### src/rtl/text_screen_writer_if.sv
// Character stream handshake into the text screen writer.
// One character moves on every edge where char_valid and char_ready are both high.
interface text_screen_writer_if #(
    parameter int DATA_WIDTH = 7
);
    logic                  char_valid;
    logic [DATA_WIDTH-1:0] char_data;
    logic                  char_ready;

    modport master (
        output char_valid,
        output char_data,
        input  char_ready
    );

    modport slave (
        input  char_valid,
        input  char_data,
        output char_ready
    );
endinterface

### src/rtl/text_screen_writer.sv
// Terminal-style character writer for a row-major text RAM.
// Tracks a cursor, handles CR/LF/BS/FF, and sweeps the screen with spaces on clear.
module text_screen_writer #(
    parameter int COLS       = 80,
    parameter int ROWS       = 30,
    parameter int X_WIDTH    = 7,
    parameter int Y_WIDTH    = 5,
    parameter int DATA_WIDTH = 7
) (
    input  logic                       clk,
    input  logic                       reset_n,
    text_screen_writer_if.slave        chr,
    input  logic                       clr_req,
    output logic                       we,
    output logic [Y_WIDTH+X_WIDTH-1:0] addr_a,
    output logic [DATA_WIDTH-1:0]      din_a,
    output logic [X_WIDTH-1:0]         cur_x,
    output logic [Y_WIDTH-1:0]         cur_y,
    output logic                       busy
);
    typedef enum logic {IDLE, CLEAR} state_e;

    localparam logic [X_WIDTH-1:0]    X_LAST = X_WIDTH'(COLS - 1);
    localparam logic [Y_WIDTH-1:0]    Y_LAST = Y_WIDTH'(ROWS - 1);
    localparam logic [DATA_WIDTH-1:0] SPACE  = DATA_WIDTH'(32);
    localparam logic [DATA_WIDTH-1:0] TILDE  = DATA_WIDTH'(126);
    localparam logic [DATA_WIDTH-1:0] C_BS   = DATA_WIDTH'(8);
    localparam logic [DATA_WIDTH-1:0] C_LF   = DATA_WIDTH'(10);
    localparam logic [DATA_WIDTH-1:0] C_FF   = DATA_WIDTH'(12);
    localparam logic [DATA_WIDTH-1:0] C_CR   = DATA_WIDTH'(13);
    // Sweep position following the first clear write at {0,0}.
    localparam logic [X_WIDTH-1:0]    SX1    = (COLS == 1) ? '0 : X_WIDTH'(1);
    localparam logic [Y_WIDTH-1:0]    SY1    = (COLS == 1 && ROWS > 1) ? Y_WIDTH'(1) : '0;
    localparam logic                  LAST1  = (COLS * ROWS == 1);

    state_e                     state_q;
    logic [X_WIDTH-1:0]         cx_q, sx_q;
    logic [Y_WIDTH-1:0]         cy_q, sy_q;
    logic                       last_q;
    logic                       we_q, busy_q;
    logic [Y_WIDTH+X_WIDTH-1:0] addr_q;
    logic [DATA_WIDTH-1:0]      din_q;

    logic                       xfer;
    logic [DATA_WIDTH-1:0]      code;
    logic                       is_print, is_cr, is_lf, is_bs, is_ff;
    logic [X_WIDTH-1:0]         cx_d;
    logic [Y_WIDTH-1:0]         cy_d;

    assign chr.char_ready = (state_q == IDLE) && !clr_req;
    assign xfer           = chr.char_valid && chr.char_ready;
    assign code           = chr.char_data;

    assign is_print = (code >= SPACE) && (code <= TILDE);
    assign is_cr    = (code == C_CR);
    assign is_lf    = (code == C_LF);
    assign is_bs    = (code == C_BS);
    assign is_ff    = (code == C_FF);

    assign cx_d = (cx_q == X_LAST) ? '0 : cx_q + X_WIDTH'(1);
    assign cy_d = (cy_q == Y_LAST) ? '0 : cy_q + Y_WIDTH'(1);

    always_ff @(posedge clk or negedge reset_n) begin
        if (!reset_n) begin
            state_q <= IDLE;
            cx_q    <= '0;
            cy_q    <= '0;
            sx_q    <= '0;
            sy_q    <= '0;
            last_q  <= 1'b0;
            we_q    <= 1'b0;
            busy_q  <= 1'b0;
            addr_q  <= '0;
            din_q   <= '0;
        end else begin
            we_q <= 1'b0;
            unique case (state_q)
                IDLE: begin
                    if (clr_req || (xfer && is_ff)) begin
                        state_q <= CLEAR;
                        busy_q  <= 1'b1;
                        we_q    <= 1'b1;
                        addr_q  <= '0;
                        din_q   <= SPACE;
                        sx_q    <= SX1;
                        sy_q    <= SY1;
                        last_q  <= LAST1;
                    end else if (xfer) begin
                        unique case (1'b1)
                            is_print: begin
                                we_q   <= 1'b1;
                                addr_q <= {cy_q, cx_q};
                                din_q  <= code;
                                cx_q   <= cx_d;
                                if (cx_q == X_LAST) cy_q <= cy_d;
                            end
                            is_cr: cx_q <= '0;
                            is_lf: begin
                                cx_q <= '0;
                                cy_q <= cy_d;
                            end
                            is_bs: begin
                                if (cx_q != '0) begin
                                    we_q   <= 1'b1;
                                    addr_q <= {cy_q, cx_q - X_WIDTH'(1)};
                                    din_q  <= SPACE;
                                    cx_q   <= cx_q - X_WIDTH'(1);
                                end
                            end
                            default: ;
                        endcase
                    end
                end
                CLEAR: begin
                    if (last_q) begin
                        state_q <= IDLE;
                        busy_q  <= 1'b0;
                        last_q  <= 1'b0;
                        cx_q    <= '0;
                        cy_q    <= '0;
                    end else begin
                        we_q   <= 1'b1;
                        addr_q <= {sy_q, sx_q};
                        din_q  <= SPACE;
                        last_q <= (sy_q == Y_LAST) && (sx_q == X_LAST);
                        if (sx_q == X_LAST) begin
                            sx_q <= '0;
                            sy_q <= (sy_q == Y_LAST) ? '0 : sy_q + Y_WIDTH'(1);
                        end else begin
                            sx_q <= sx_q + X_WIDTH'(1);
                        end
                    end
                end
                default: state_q <= IDLE;
            endcase
        end
    end

    assign we     = we_q;
    assign addr_a = addr_q;
    assign din_a  = din_q;
    assign cur_x  = cx_q;
    assign cur_y  = cy_q;
    assign busy   = busy_q;
endmodule

### src/flat_wrapper.sv
// flat-port wrapper written by rule: the top's interface ports become plain ports
module text_screen_writer_flat 
#(
    parameter int COLS       = 80,
    parameter int ROWS       = 30,
    parameter int X_WIDTH    = 7,
    parameter int Y_WIDTH    = 5,
    parameter int DATA_WIDTH = 7
)
  (clk, reset_n, clr_req, we, addr_a, din_a, cur_x, cur_y, busy, chr_char_valid, chr_char_data, chr_char_ready);
  text_screen_writer_if #(.DATA_WIDTH(DATA_WIDTH)) chr_i ();
  input  logic clk;
  input  logic reset_n;
  input  logic clr_req;
  output logic we;
  output logic [Y_WIDTH+X_WIDTH-1:0] addr_a;
  output logic [DATA_WIDTH-1:0] din_a;
  output logic [X_WIDTH-1:0] cur_x;
  output logic [Y_WIDTH-1:0] cur_y;
  output logic busy;
  input wire logic [$bits(chr_i.char_valid)-1:0] chr_char_valid;
  input wire logic [$bits(chr_i.char_data)-1:0] chr_char_data;
  output wire logic [$bits(chr_i.char_ready)-1:0] chr_char_ready;
  assign chr_i.char_valid = chr_char_valid;
  assign chr_i.char_data = chr_char_data;
  assign chr_char_ready = chr_i.char_ready;
  text_screen_writer #(.COLS(COLS), .ROWS(ROWS), .X_WIDTH(X_WIDTH), .Y_WIDTH(Y_WIDTH), .DATA_WIDTH(DATA_WIDTH)) u_core (.clk(clk), .reset_n(reset_n), .chr(chr_i), .clr_req(clr_req), .we(we), .addr_a(addr_a), .din_a(din_a), .cur_x(cur_x), .cur_y(cur_y), .busy(busy));
endmodule
### config.mk
export PLATFORM = sky130hd
export DESIGN_NAME = text_screen_writer_flat
export DESIGN_NICKNAME = d
export VERILOG_FILES = /design/src/rtl/text_screen_writer_if.sv /design/src/rtl/text_screen_writer.sv /design/src/flat_wrapper.sv
export SDC_FILE = /design/constraint.sdc
export NUM_CORES = 1
export LEC_CHECK = 0
export BUFFER_PORTS_ARGS = -buffer_cell sky130_fd_sc_hd__buf_2
export CORE_UTILIZATION = 40
export DETAILED_ROUTE_END_ITERATION = 7
export PLACE_DENSITY = 0.6
export RECOVER_POWER = 100
export SYNTH_ARGS = -nofsm -noshare
export SYNTH_HDL_FRONTEND = slang
export SYNTH_SLANG_ARGS = --single-unit
### constraint.sdc
create_clock -name clk -period 2.1 [get_ports clk]
set_input_delay 0.21 -clock clk [delete_from_list [all_inputs] [get_ports clk]]
set_output_delay 0.21 -clock clk [all_outputs]
set_load 0.02 [all_outputs]
### Word-level counts from Yosys, hierarchy flattened

Index checks and enable logic that the tools add are counted.

* $add $sub $neg: 5
* $lt $le $gt $ge: 2
* eq/ne operators: 21
* muxes and demuxes: 49
* bitwise gates (word level): 1
* reduce and logical (&&, ||, !) cells: 15

Operators by type and width (number)
* 2-to-1 mux 7 bit: 12
* one-hot mux 7 bit (2 select lines): 4
* 2-to-1 mux 12 bit: 4
* one-hot mux 12 bit (2 select lines): 2
* 2-to-1 mux 5 bit: 9
* one-hot mux 5 bit (2 select lines): 3
* == test 7 x 4 -> 1 bit, second input constant: 4
* one-hot mux 7 bit (3 select lines): 1
* adder 7 x 1 -> 7 bit, second input constant: 2
* == test 7 bit, second input constant: 2
* adder 5 x 1 -> 5 bit, second input constant: 2
* == test 5 bit, second input constant: 2
* inequality test 2 bit, second input constant: 5
* one-hot mux 1 bit (2 select lines): 5
* AND reduction 5 bit: 2
* 2-to-1 mux 1 bit: 9
* inequality test 4 x 2 -> 1 bit, second input constant: 2
* >= comparator 7 x 6 -> 1 bit, second input constant: 1
* less-or-equal comparator 7 bit, second input constant: 1
* nonzero test 7 bit: 1
* subtractor 7 x 1 -> 7 bit, second input constant: 1
* inequality test 3 bit, second input constant: 2
* logical AND 1 bit: 5
* inequality test 4 bit, second input constant: 1
* 10 further kinds: 11

* register bits after elaboration: 47
* input port bits: 11
* output and inout port bits: 34
* logic and storage cells: 103

### Longest topological paths before layout

Gate-level depths: netlist of the first run.

* word-level depth: 7
* depth in mapped cells: 8
* mapped depth without buffers: 7

### Least setup slack after synthesis of the first run

No wires, ideal clock.

* path kind: reg-to-reg
* start: register u_core.cx_q[1], in the netlist u_core.cur_x[1]
* end: register u_core.cy_q[3], in the netlist u_core.cur_y[3]
* setup time: 0.118 ns
* arrival time: 1.947 ns
* required time: 1.982 ns
* slack: 0.035 ns
* cell stages (with the launch flop): 8
* path buffers: 0
* period minus slack after synthesis: 2.065 ns
* path through: dfrtp_1 -> ha_1 -> nand3_1 -> or4_1 -> o21ai_2 -> o21ai_1 -> o21bai_1 -> a21o_1

* cells in the longest elaborated chain, start to end: 3

RTL lines
* start, declared: line text_screen_writer.sv:37 `logic [X_WIDTH-1:0] cx_q, sx_q;`
* start signal, assigned: line text_screen_writer.sv:107 `cx_q <= cx_q - X_WIDTH'(1);`
* == test 7 bit: line text_screen_writer.sv:95 `if (cx_q == X_LAST) cy_q <= cy_d;`
* inequality test 3 bit (no source line)
* AND reduction 5 bit (no source line)
* end signal, assigned: line text_screen_writer.sv:95
* end signal, assigned: line text_screen_writer.sv:100 `cy_q <= cy_d;`
* end, declared: line text_screen_writer.sv:38 `logic [Y_WIDTH-1:0] cy_q, sy_q;`

Every way passes these cells.
A chain may end at the register's enable or synchronous reset.

### Worst setup path after layout of the first run

* start: register u_core.cx_q[0], in the netlist u_core.cur_x[0]
* end: register u_core.addr_q[10], in the netlist u_core.addr_a[10]

* cells in the longest elaborated chain, start to end: 3

RTL lines
* nonzero test 7 bit: line text_screen_writer.sv:103 `if (cx_q != '0) begin`
* inequality test 4 bit (no source line)
* AND reduction 4 bit (no source line)
* end signal, assigned: line text_screen_writer.sv:92 `addr_q <= {cy_q, cx_q};`
* end signal, assigned: line text_screen_writer.sv:105 `addr_q <= {cy_q, cx_q - X_WIDTH'(1)};`
* end signal, assigned: line text_screen_writer.sv:123 `addr_q <= {sy_q, sx_q};`
* end, declared: line text_screen_writer.sv:41 `logic [Y_WIDTH+X_WIDTH-1:0] addr_q;`

Every way passes these cells.

==> results of run 1 <==
synthesized netlist by cell type, drive strengths merged (3+ instances only):
cell type / instances / area (um^2)
and3: 7 / 43.8
a31oi: 6 / 37.5
o21ai: 37 / 193
mux2: 13 / 165
xor2: 7 / 61.3
o31ai: 3 / 22.5
a22o: 8 / 70.1
nor2b: 3 / 18.8
nand3: 15 / 75.1
ha: 9 / 113
clkbuf: 9 / 33.8
a22oi: 3 / 22.5
buf: 7 / 58.8
inv: 12 / 45.0
o22ai: 3 / 18.8
a21o: 4 / 30.0
nand4: 6 / 37.5
or3: 3 / 18.8
nor2: 14 / 55.1
nor3b: 4 / 30.0
nand2b: 3 / 18.8
nand2: 36 / 143
dfrtp: 47 / 1180
mux2i: 5 / 50.1
a21oi: 5 / 25.0
worst reg2reg max path: cells and delay by family (launching register included):
family          cells  cell delay, ns
simple gates        2            0.30
flops               1            0.43
buf+inv             2            0.28
mux                 1            0.33
compound gates      2            0.32
fa+ha+maj           1            0.21
kinds of logic (layout without fill, tap and decap cells):
kind of cell | count (synthesis) | after routing | share of synthesized area (%)
AO/OA/AOI/OAI | 82 | 82 | 19.2
XOR/XNOR | 9 | 9 | 2.83
adder cells (fa/ha/maj) | 9 | 9 | 4.04
buffers and inverters | 29 | 88 | 5.12
flip-flops | 47 | 47 | 42.2
multiplexers | 18 | 18 | 7.72
AND/OR/NAND/NOR | 101 | 101 | 18.9
final cells by class:
type / count / area [um^2]
Inverter: 13 / 50.0
Clock inverter: 1 / 7.51
Multi-Input combinational cell: 219 / 1480
Fill cell: 679 / 3480
Tap cell: 80 / 100
Timing Repair Buffer: 67 / 369
Sequential cell: 47 / 1180
Clock buffer: 7 / 96.3
routing by layer:
metal	part of all wire, %	global-route usage, %	vias up
met5	0	0	-
met2	47	30.2	48
met3	3.4	3.60	10
met4	1.6	6.52	0
met1	48	28.2	1119
li1	-	-	1179
flip-flops by register name, summed over array words and instances (netlist names):
signal and count:
u_core.addr_a 12, u_core.busy 1, u_core.cur_x 7, u_core.cur_y 5, u_core.din_a 7, u_core.last_q 1
u_core.state_q 1, u_core.sx_q 7, u_core.sy_q 5, u_core.we 1
through the flow:
| step | std cells | cell area, um^2 | hold WS, ns | power, mW |
|---|---|---|---|---|
| floorplan | 295 | 2790 | -0.0856 | 1.80 |
| global placement | 424 | 3200 | 0.277 | 2.06 |
| detailed placement | 424 | 3200 | 0.286 | 2.07 |
| CTS | 433 | 3310 | 0.179 | 2.71 |
| global route | 434 | 3280 | 0.197 | 2.82 |
| finish | 434 | 3280 | 0.187 | 2.64 |
worst paths after layout:
| kind | slack [ns] | cells past startpoint | end |
|---|---|---|---|
| worst max-delay path | 0.12 | 8 | u_core.addr_a[10] |
| worst min-delay path | 0.19 | 3 | u_core.din_a[4] |
| worst max register to register | 0.12 | 8 | u_core.addr_a[10] |
| worst min register to register | 0.49 | 1 | u_core.addr_a[9] |
| max in group asynchronous | 0.62 | 3 | u_core.cur_x[1] |
| min in group asynchronous | 0.50 | 2 | u_core.addr_a[11] |
power by group:
part / internal, mW / switching [mW]
logic: 0.319 / 0.406
clock network: 0.300 / 0.321
registers: 1.09 / 0.203
repair_timing:
item                       4_1_cts  5_1_grt
gates resized for setup          0        6
hold buffers                     1        0
setup buffers                    0        1
setup endpoints to repair        0       18
hold endpoints to repair        27        0
==> impl_metrics.json, run 1 <==
{
  "critPathMaxStageDelay_ns": 0.43,
  "worst_pin_slew_ns": 0.733,
  "drive_above_1_share_pct": 14.1,
  "hpwl_mm": 4.98,
  "cp_max_fo": 11,
  "die_y_um": 85.5,
  "gp_congestion": 0.919,
  "utilization_pct": 48.6,
  "cts_buffers": 5,
  "max_slew_margin_pct": 51.1,
  "firstDrtPassIters": 4,
  "setup-violations-final": 0,
  "cp.required_ns": 2.29,
  "grt_remaining_overflow": 0,
  "min_from": "chr_char_data[4]",
  "io_pins": 45,
  "antenna_found_initial": 0,
  "worst_setup_path_start_kind": "flip-flop",
  "postRouteAntennaNets": 0,
  "synth_edf_count": 0,
  "skew_ns": 0.00260,
  "fin_crit_ns": 1.98,
  "die_w_um": 85.5,
  "hold_viol": 0,
  "synth_area_per_cell_um2": 9.45,
  "area_growth_syn_to_layout_pct": 17.7,
  "die_area_um2": 7300,
  "maxCapViolCount": 0,
  "wirelength_mm": 6.76,
  "layout_commonest_cell": "dfrtp_1",
  "path_delay_family": "flip-flops",
  "rows": 30,
  "synthFlopType": "dfrtp_1",
  "critPathBufInv": 2,
  "vias": 2356,
  "netlist_area_um2": 2790,
  "cts_tree": "yes",
  "final_cell_mix": "dfrtp_1, nand2_1, clkbuf_1, o21ai_0, buf_4",
  "remaining_drc_errors": 0,
  "grt_pass1_wl_mm": 11.2,
  "drt-initial-drc-count": 112,
  "setup_slack_ns": 0.119,
  "h-tree-depth": 2,
  "hp-class": "input port to flip-flop",
  "nNetsFinal": 373,
  "synthCells": 295,
  "path_cells": "inv_1, ha_1, and4_1, o21ai_1, nand2_1, a21boi_4, buf_12, mux2_1",
  "status": "completed",
  "yosys_warnings": 0,
  "ys_types": 54,
  "place_ws_ns": 0.00581,
  "routed_via_density": 5.43,
  "p_leak_nw": 1.51,
  "end_kind": "flip-flop",
  "r2r-start": "u_core.cur_x[0]",
  "vdd_ir_drop_max_v": 0.000267,
  "yosysSeqAreaShare_pct": 42.2,
  "coreArea_um2": 6760,
  "post-route-period-util_pct": 94.3,
  "grt_max_degree": 30,
  "slowest_stage": "dfrtp_1",
  "crit_arrival_ns": 2.17,
  "num_antenna_cells": 0,
  "cts_buffer_depth": 2,
  "insertion_delay_ns": 0.30,
  "synth.net_count": 315,
  "portBuffers": 44,
  "clkSinkCount": 47,
  "grt_pass1_vias": 2239,
  "rsz0062_at_grt": "no",
  "floorplan.initialDensity_pct": 41.2,
  "tns_ns": 0,
  "power_density_nw_per_um2": 804,
  "synth_seq_cells": 47,
  "crit_start": "u_core.cur_x[0]",
  "grtUsageTotal_pct": 19.7,
  "path_class": "flip-flop to flip-flop",
  "post_drt_wl_per_cell_um": 15.6,
  "root_buffer": "clkbuf_8",
  "report.final.slew_viol_count": 0,
  "max_freq_mhz": 505,
  "clkTransAtPathRegs_ns": 0.09,
  "async_flop_share_pct": 100
}
Note: power is estimated with default switching activity, not from simulation.
==> inputs of run 2 (changes only) <==
- CORE_UTILIZATION: 40 -> 50
- PLACE_DENSITY: 0.6 -> 0.72
==> run 2 against run 1 <==
  * Design area decreased by 0.69%
  * Critical endpoint is now u_core.addr_a[0]
  * Global-route usage increased by 4.5 points
  * Non-clock buffer count decreased by 2
  * Combinational power increased by 3.6%
  * Sequential power about the same
  * Cell count decreased by 2.8%
  * Routed wire length decreased by 0.56%
==> impl_metrics.json, run 2 (synthesized netlist as in run 1, its figures left out) <==
{
  "drive_above_1_share_pct": 19.6,
  "crit_cells": 8,
  "maxCapViolCount": 0,
  "timing.rr.end": "u_core.addr_a[0]",
  "insertion_delay_ns": 0.31,
  "drt-initial-drc-count": 186,
  "layout_commonest_cell": "dfrtp_1",
  "worst_setup_path_start_kind": "flip-flop",
  "register_area_um2": 1180,
  "dp_cells": 411,
  "routed_via_density": 5.76,
  "path_cells": "inv_1, ha_1, and4_1, o21ai_1, nand2_1, a21boi_2, buf_12, mux2_1",
  "portBuffers": 44,
  "hp-class": "input port to flip-flop",
  "num_antenna_cells": 0,
  "cp.required_ns": 2.28,
  "floorplan.initialDensity_pct": 53.2,
  "slowest_stage": "dfrtp_2",
  "end_kind": "flip-flop",
  "status": "completed",
  "cts_buffer_depth": 2,
  "cp_max_fo": 14,
  "worst_pin_slew_ns": 0.743,
  "p_leak_nw": 1.55,
  "post_drt_wl_per_cell_um": 15.9,
  "clkTransAtPathRegs_ns": 0.09,
  "p_total_mw": 2.65,
  "path_class": "flip-flop to flip-flop",
  "path_delay_family": "flip-flops",
  "cts_buffers": 5,
  "worst-r2r-cell-count": 8,
  "firstDrtPassIters": 4,
  "cts_tree": "yes",
  "die_y_um": 76.7,
  "skew_ns": 0.0131,
  "clkSinkCount": 47,
  "grt_pass1_wl_mm": 11.4,
  "wirelength_mm": 6.73,
  "setup-violations-final": 0,
  "tns_ns": 0,
  "coreArea_um2": 5240,
  "vias": 2432,
  "io_pins": 45,
  "vdd_ir_drop_max_v": 0.000430,
  "grtUsageTotal_pct": 24.2,
  "crit_start": "u_core.cur_x[0]",
  "die_w_um": 76.7,
  "postRouteAntennaNets": 0,
  "h-tree-depth": 2,
  "rows": 26,
  "grt_remaining_overflow": 0,
  "stdcell_area_um2": 3260,
  "max_freq_mhz": 501,
  "multi_input_area_um2": 1480,
  "fillers": 489,
  "die_area_um2": 5880,
  "final_cell_mix": "dfrtp_1, nand2_1, o21ai_0, buf_2, clkbuf_1",
  "endpoint": "u_core.addr_a[0]",
  "crit_arrival_ns": 2.18,
  "stdcell_count": 422,
  "hold_viol": 0,
  "r2r-start": "u_core.cur_x[0]",
  "regToRegSetupSlack_ns": 0.11,
  "grt_pass1_vias": 2373,
  "hpwl_mm": 4.91,
  "gp_congestion": 0.923,
  "max_slew_margin_pct": 50.5,
  "fin_crit_ns": 1.99,
  "report.final.slew_viol_count": 0,
  "placed_area_um2": 3150,
  "power_density_nw_per_um2": 813,
  "antenna_found_initial": 0,
  "remaining_drc_errors": 0,
  "nNetsFinal": 371,
  "critPathBufInv": 2,
  "min_from": "chr_char_data[0]",
  "critPathMaxStageDelay_ns": 0.42,
  "area_growth_syn_to_layout_pct": 16.9,
  "post-route-period-util_pct": 95.0,
  "grt_max_degree": 24,
  "largest_register_ffs": 12,
  "root_buffer": "clkbuf_8"
}
run 2: changes by cell type in the layout (fill, tap and decap cells not counted), sizes merged:
cell	before	now
clkbuf	43	30
buf	30	40
clkinv	1	2
run 2: worst register-to-register path, stage by stage (launching register included):
cell and delay [ns]:
dfrtp_2 0.42, inv_1 0.09, ha_1 0.20, and4_1 0.20, o21ai_1 0.12, nand2_1 0.09, a21boi_2 0.22, buf_12 0.19
mux2_1 0.35
run 2: how the worst min path moves through the flow:
stage / endpoint / slack, ns / cells past startpoint
2_1_floorplan: u_core.addr_a[0] / -0.09 / 0
3_3_place_gp: u_core.din_a[6] / 0.12 / 1
3_5_place_dp: u_core.din_a[0] / 0.13 / 1
4_1_cts: u_core.din_a[0] / 0.20 / 3
5_1_grt: u_core.din_a[4] / 0.22 / 3
6_report: u_core.din_a[0] / 0.21 / 3
run 2: layout make-up:
cell class / count / share of cell area [%]
multi-input cells: 219 / 45.5
flip-flops and latches: 47 / 36.2
repair buffers: 65 / 11.1
well taps: 70 / 2.69
clock buffers: 6 / 2.53
inverters: 13 / 1.54
clock inverters: 2 / 0.499
run 2: power breakdown:
part / switching [mW] / internal, mW / total (mW)
Combinational: 0.411 / 0.340 / 0.750
Sequential: 0.212 / 1.09 / 1.30
Clock: 0.329 / 0.269 / 0.599
run 2: repair_timing:
action,4_1_cts,5_1_grt
hold buffers,1,0
hold endpoints to repair,11,0
buffers inserted,0,2
resized for setup,0,6
setup endpoints to repair,0,19
run 2: metal layers:
layer	routed length (um)	track usage [%]	up-vias
li1	-	-	1182
met1	3150	32.9	1170
met2	3190	38.8	69
met3	289	3.81	11
met4	94	9.23	0
met5	0	0	-
run 2: per-stage QoR:
stage,worst slack [ns],utilization (%),hold slack [ns]
finish,0.105,62.2,0.205
global route,-0.0147,62.2,0.219
CTS,0.0359,62.2,0.201
detailed placement,0.0423,60.1,0.132
global placement,0.112,60.1,0.122
floorplan,0.0348,-,-0.0856
